==> src/rtl/axi_sbus_bridge.sv <==
// AXI4 slave to single-outstanding simple-bus bridge; one bus transfer per AXI beat.
// Optional macro AXI_SBUS_ERR_EN returns bus err as SLVERR on R and (sticky) on B.
module axi_sbus_bridge #(
    parameter int ADDR_W = 32
) (
    input  logic              clk,
    input  logic              resetn,
    input  logic [ADDR_W-1:0] s_awaddr,
    input  logic [7:0]        s_awlen,
    input  logic [1:0]        s_awburst,
    input  logic              s_awvalid,
    output logic              s_awready,
    input  logic [31:0]       s_wdata,
    input  logic [3:0]        s_wstrb,
    input  logic              s_wlast,
    input  logic              s_wvalid,
    output logic              s_wready,
    output logic [1:0]        s_bresp,
    output logic              s_bvalid,
    input  logic              s_bready,
    input  logic [ADDR_W-1:0] s_araddr,
    input  logic [7:0]        s_arlen,
    input  logic [1:0]        s_arburst,
    input  logic              s_arvalid,
    output logic              s_arready,
    output logic [31:0]       s_rdata,
    output logic [1:0]        s_rresp,
    output logic              s_rlast,
    output logic              s_rvalid,
    input  logic              s_rready,
    output logic              req,
    output logic [ADDR_W-1:0] addr,
    output logic              we,
    output logic [3:0]        be,
    output logic [31:0]       wdata,
    input  logic              gnt,
    input  logic              rvalid,
    input  logic [31:0]       rdata,
    input  logic              err
);

    typedef enum logic [2:0] {
        IDLE, WDATA, WREQ, WACK, WRESP, RREQ, RACK, RDATA
    } state_t;

    state_t            r_state;
    state_t            w_next;
    logic [ADDR_W-1:0] r_addr;
    logic [7:0]        r_len;
    logic [1:0]        r_burst;
    logic [7:0]        r_beat;
    logic              r_we;
    logic [3:0]        r_be;
    logic [31:0]       r_wdata;
    logic [31:0]       r_rdata;
    logic [1:0]        r_rresp;
    logic [1:0]        r_bresp;
    logic              r_rlast;
    logic              w_aw_hs;
    logic              w_ar_hs;
    logic              w_last_beat;
    logic [ADDR_W-1:0] w_addr_next;
    logic              w_unused;

`ifdef AXI_SBUS_ERR_EN
    assign w_unused = s_wlast;
`else
    assign w_unused = ^{s_wlast, err};
`endif

    assign w_last_beat = (r_beat == r_len);
    // FIXED holds the address; INCR, WRAP and the reserved encoding all step by one word
    assign w_addr_next = (r_burst == 2'b00) ? r_addr : r_addr + ADDR_W'(4);

    always_ff @(posedge clk) begin
        if (!resetn) r_state <= IDLE;
        else         r_state <= w_next;
    end

    always_comb begin
        w_next    = r_state;
        w_aw_hs   = 1'b0;
        w_ar_hs   = 1'b0;
        s_awready = 1'b0;
        s_arready = 1'b0;
        s_wready  = 1'b0;
        s_bvalid  = 1'b0;
        s_rvalid  = 1'b0;
        req       = 1'b0;
        case (r_state)
            IDLE: begin
                if (s_awvalid) begin
                    s_awready = resetn;
                    w_aw_hs   = 1'b1;
                    w_next    = WDATA;
                end else if (s_arvalid) begin
                    s_arready = resetn;
                    w_ar_hs   = 1'b1;
                    w_next    = RREQ;
                end
            end
            WDATA: begin
                s_wready = 1'b1;
                if (s_wvalid) w_next = WREQ;
            end
            WREQ: begin
                req = 1'b1;
                if (gnt) w_next = WACK;
            end
            WACK:  if (rvalid) w_next = w_last_beat ? WRESP : WDATA;
            WRESP: begin
                s_bvalid = 1'b1;
                if (s_bready) w_next = IDLE;
            end
            RREQ: begin
                req = 1'b1;
                if (gnt) w_next = RACK;
            end
            RACK:  if (rvalid) w_next = RDATA;
            RDATA: begin
                s_rvalid = 1'b1;
                if (s_rready) w_next = r_rlast ? IDLE : RREQ;
            end
            default: w_next = IDLE;
        endcase
    end

    always_ff @(posedge clk) begin
        if (!resetn) begin
            r_addr  <= '0;
            r_len   <= '0;
            r_burst <= '0;
            r_beat  <= '0;
            r_we    <= 1'b0;
            r_be    <= '0;
            r_wdata <= '0;
            r_rdata <= '0;
            r_rresp <= '0;
            r_bresp <= '0;
            r_rlast <= 1'b0;
        end else begin
            if (w_aw_hs) begin
                r_addr  <= s_awaddr;
                r_len   <= s_awlen;
                r_burst <= s_awburst;
                r_beat  <= '0;
                r_we    <= 1'b1;
                r_bresp <= 2'b00;
            end
            if (w_ar_hs) begin
                r_addr  <= s_araddr;
                r_len   <= s_arlen;
                r_burst <= s_arburst;
                r_beat  <= '0;
                r_we    <= 1'b0;
                r_be    <= 4'hF;
            end
            if (r_state == WDATA && s_wvalid) begin
                r_wdata <= s_wdata;
                r_be    <= s_wstrb;
            end
            if (r_state == WACK && rvalid) begin
                if (!w_last_beat) begin
                    r_beat <= r_beat + 8'd1;
                    r_addr <= w_addr_next;
                end
`ifdef AXI_SBUS_ERR_EN
                if (err) r_bresp <= 2'b10;
`endif
            end
            if (r_state == RACK && rvalid) begin
                r_rdata <= rdata;
                r_rlast <= w_last_beat;
`ifdef AXI_SBUS_ERR_EN
                r_rresp <= err ? 2'b10 : 2'b00;
`endif
            end
            if (r_state == RDATA && s_rready) begin
                if (r_rlast) begin
                    r_rlast <= 1'b0;
                end else begin
                    r_beat <= r_beat + 8'd1;
                    r_addr <= w_addr_next;
                end
            end
        end
    end

    assign addr    = r_addr;
    assign we      = r_we;
    assign be      = r_be;
    assign wdata   = r_wdata;
    assign s_rdata = r_rdata;
    assign s_rresp = r_rresp;
    assign s_rlast = r_rlast;
    assign s_bresp = r_bresp;

endmodule
==> config.mk <==
export PLATFORM = sky130hd
export DESIGN_NAME = axi_sbus_bridge
export DESIGN_NICKNAME = d
export VERILOG_FILES = /design/src/rtl/axi_sbus_bridge.sv
export SDC_FILE = /design/constraint.sdc
export NUM_CORES = 1
export LEC_CHECK = 0
export CAP_MARGIN = 20
export CORE_MARGIN = 8
export CORE_UTILIZATION = 42
export CTS_CLUSTER_DIAMETER = 50
export DETAILED_ROUTE_END_ITERATION = 7
export GPL_TIMING_DRIVEN = 0
export HOLD_SLACK_MARGIN = 0.06
export PLACE_DENSITY = 0.83
export SLEW_MARGIN = 20
export SYNTH_ARGS = -nofsm -noshare
export SYNTH_HDL_FRONTEND = slang
export SYNTH_SLANG_ARGS = --single-unit
==> constraint.sdc <==
create_clock -name clk -period 2 [get_ports clk]
set_input_delay 0.2 -clock clk [delete_from_list [all_inputs] [get_ports clk]]
set_output_delay 0.2 -clock clk [all_outputs]
set_load 0.03 [all_outputs]
==> results.ini <==
[pwr]
power_mw=12.1
clock_power_share=0.248
p_int_mw=7.29
sw_frac_of_total=0.396
p_per_area_nw_per_um2=1210
comb_power_share=0.453
irDropWorstVdd_v=0.000673
p_sw_mw=4.77
p_seq_frac=0.299
p_leak_nw=3.79

[die]
die_w_um=137
start_util=0.426
dieArea_um2=18700
die_h_um=137
rows=44
core_area_um2=14400
io_pins=275

[setup_path]
critical_path_arrival_ps=1810
path_depth=6
cp_top_family=simple AND/OR/NAND/NOR gates
reg2regPathDepth=8
cp-end-kind=output pin
cp.required_ps=1800
start_kind=flop
r2r_start=r_state[0]
path_buf_inv=3
cp_max_fo=10
crit_end=s_arready
crit_type=reg2out
slowest_stage=dfxtp_4
path_cells=nor4_4 > nand2_2 > buf_8 > buf_12 > nor2_4 > buf_6
r2r_end=addr[30]
crit_path_start=r_state[0]
critPathMaxStageDelay_ps=370
r2r_setup_slack_ps=90

[sta]
finalHoldViolations=0
finalCritPeriodShare=1.00
max_freq_ghz=0.498
maxSlewViolCount=0
skew_ps=6.90
tightest_slew_ps=693
fin_tns_setup_ps=-7.47
setup_viol=1
rsz0062_at_grt=yes
min_period_ps=2010
setup_ws_ps=-7.47
slew-limit-headroom=0.538

[synthesis]
netlist_area_um2=6120
yosys_warnings=0
avgSynthCellArea_um2=7.82
synth_ff_type=dfxtp_1
synth_cell_type_count=56
syn_inst=783
ys_ff_latch=123
yosysTopAreaCell=dfxtp_1
yosysSeqAreaShare=0.402
netlist_top_cells_area=dfxtp_1 (40%), nand2_1 (11%), a21oi_1 (7.1%), mux2i_1 (3.3%), nor2_1 (3.0%)
async_flop_share=0
synth_common_cells=nand2_1 (178), dfxtp_1 (123), a21oi_1 (87), nor2_1 (49), clkbuf_1 (36)
synth_edf_count=0
netlist.area_leader.share=0.402
yosysMostFrequentCell=nand2_1

[global_route]
grt_start_max_net_pins=17
grt_pass1_wl_mm=35.9
grt_pass1_vias=6838
grt_use_total=0.247
grt_antenna_before_repair=0
grt_overflow=0

[clocking]
clockBufferDepth=2
clock-root-buffer=clkbuf_16
clock_latency_ps=420
h-tree-depth=4
cts_inserted_buffers=17
clkTransAtPathRegs_ps=50
cts_sinks=123
cts_tree=yes
hold_buffers=0

[drt]
antenna_left=0
highest_layer=met4
postRouteWirelength_mm=24.0
drt-initial-drc-count=546
wire_per_inst_um=18.7
drc=0
route.met2.wl_mm=11.8
num_vias=7063
first_pass_iters=6
wl_met3_mm=2.80
met1_length_mm=8.71
via_per_inst=5.49

[placed_design]
placed_cell_area_um2=9040
dpl_worst_slack_ps=-1140
portBuffers=267
dp_hpwl_mm=18.0
place_congestion=0.918

[run_status]
status=complete, but fails checks
violations=negative setup slack

[finish]
nets=1255
utilization=0.696
area.growth.synth_to_final_pct=63.3
drive_above_1_share=0.123
diodes=0
final_area_um2=10000

[hold_path]
hold_path_class=in2reg

[job]
cap_violations=0

-- area by class of cell --
| class | instances | area, µm² |
|---|---|---|
| Multi-Input combinational cell | 590 | 3510 |
| Clock inverter | 8 | 92.6 |
| Inverter | 11 | 45.0 |
| Timing Repair Buffer | 288 | 2830 |
| Clock buffer | 23 | 478 |
| Buffer | 59 | 332 |
| Fill cell | 1202 | 4370 |
| Sequential cell | 123 | 2480 |
| Tap cell | 184 | 230 |
-- per-layer routing --
metal  vias to the layer above  global-route usage
li1                       3365                   -
met1                      3277               0.267
met2                       367               0.412
met3                        54               0.103
met4                         0               0.113
met5                         -                   0
-- flip-flops by register name, indices dropped and copies added, names as in the netlist, 2 cells and up --
register and cells:
be 4, r_burst 2, r_beat 8, r_state 3, r_len 8, wdata 32, addr 32, s_rdata 32
-- worst min path at each step --
| stage | start | to | slack [ps] | cells after the start |
|---|---|---|---|---|
| finish | s_wdata[4] | wdata[4] | 330 | 3 |
| global route | rdata[17] | s_rdata[17] | 320 | 3 |
| CTS | s_wdata[28] | wdata[28] | 320 | 3 |
| detailed placement | s_rdata[30] | s_rdata[30] | 450 | 2 |
| global placement | wdata[8] | wdata[8] | 440 | 2 |
| floorplan | rdata[6] | s_rdata[6] | 340 | 2 |
-- placed cells by master (no fill, tap or decap), types with 5 or more instances in the layout --
| cell type | count |
|---|---|
| a31oi_1 | 16 |
| o22ai_1 | 7 |
| nand2b_1 | 5 |
| mux2i_1 | 20 |
| buf_6 | 6 |
| nor2_1 | 47 |
| o211a_1 | 12 |
| a222oi_1 | 10 |
| nand2_2 | 5 |
| dfxtp_2 | 9 |
| and4_1 | 6 |
| clkbuf_2 | 10 |
| clkdlybuf4s50_1 | 261 |
| nand2_1 | 175 |
| clkbuf_16 | 17 |
| buf_2 | 15 |
| nor3_1 | 14 |
| inv_1 | 10 |
| clkbuf_1 | 24 |
| dfxtp_1 | 113 |
| o21ai_0 | 9 |
| a21oi_1 | 87 |
| clkinv_2 | 5 |
| xor2_1 | 14 |
| nand3_1 | 25 |
| o21ai_1 | 31 |
| nand4_1 | 10 |
| o31ai_1 | 8 |
| buf_4 | 26 |
| xnor2_1 | 13 |
-- tightest hold or removal path: stages --
cell and delay, ps:
clkdlybuf4s50_1 390, nand2_1 60, a21oi_1 50
-- power by group through the flow --
| stage | sequential (mW) | combinational [mW] | clock [mW] |
|---|---|---|---|
| after floorplan | 4.24 | 2.36 | 0 |
| after global placement | 3.54 | 4.99 | 0 |
| after detailed placement | 3.57 | 5.05 | 0 |
| after CTS | 3.55 | 5.28 | 3.02 |
| after global routing | 3.66 | 5.85 | 3.15 |
| final | 3.60 | 5.46 | 2.99 |
-- timing repair --
item,4_1_cts,5_1_grt
pin swaps,5,5
endpoints found under the setup margin,88,29
setup buffers,11,10
resized for setup,51,45
-- metrics by stage --
stage	std cells	hold slack, ps
2_1_floorplan	786	336
3_3_place_gp	1237	440
3_5_place_dp	1237	446
4_1_cts	1276	318
5_1_grt	1286	320
6_report	1286	329
-- cells by family (layout without fill, tap and decap cells) --
family                     Yosys count  in the layout  synth area share
AOI/OAI and AO/OA                  208            208             0.214
xor gates and xnor gates            31             31            0.0443
adders and majority gates            2              2           0.00409
buffers and inverters               73            389            0.0525
muxes                               25             25            0.0437
other                                1              4          0.000613
and+or+nand+nor                    320            320             0.239
DFF                                123            123             0.402
Note: power is estimated with default switching activity, not from simulation.
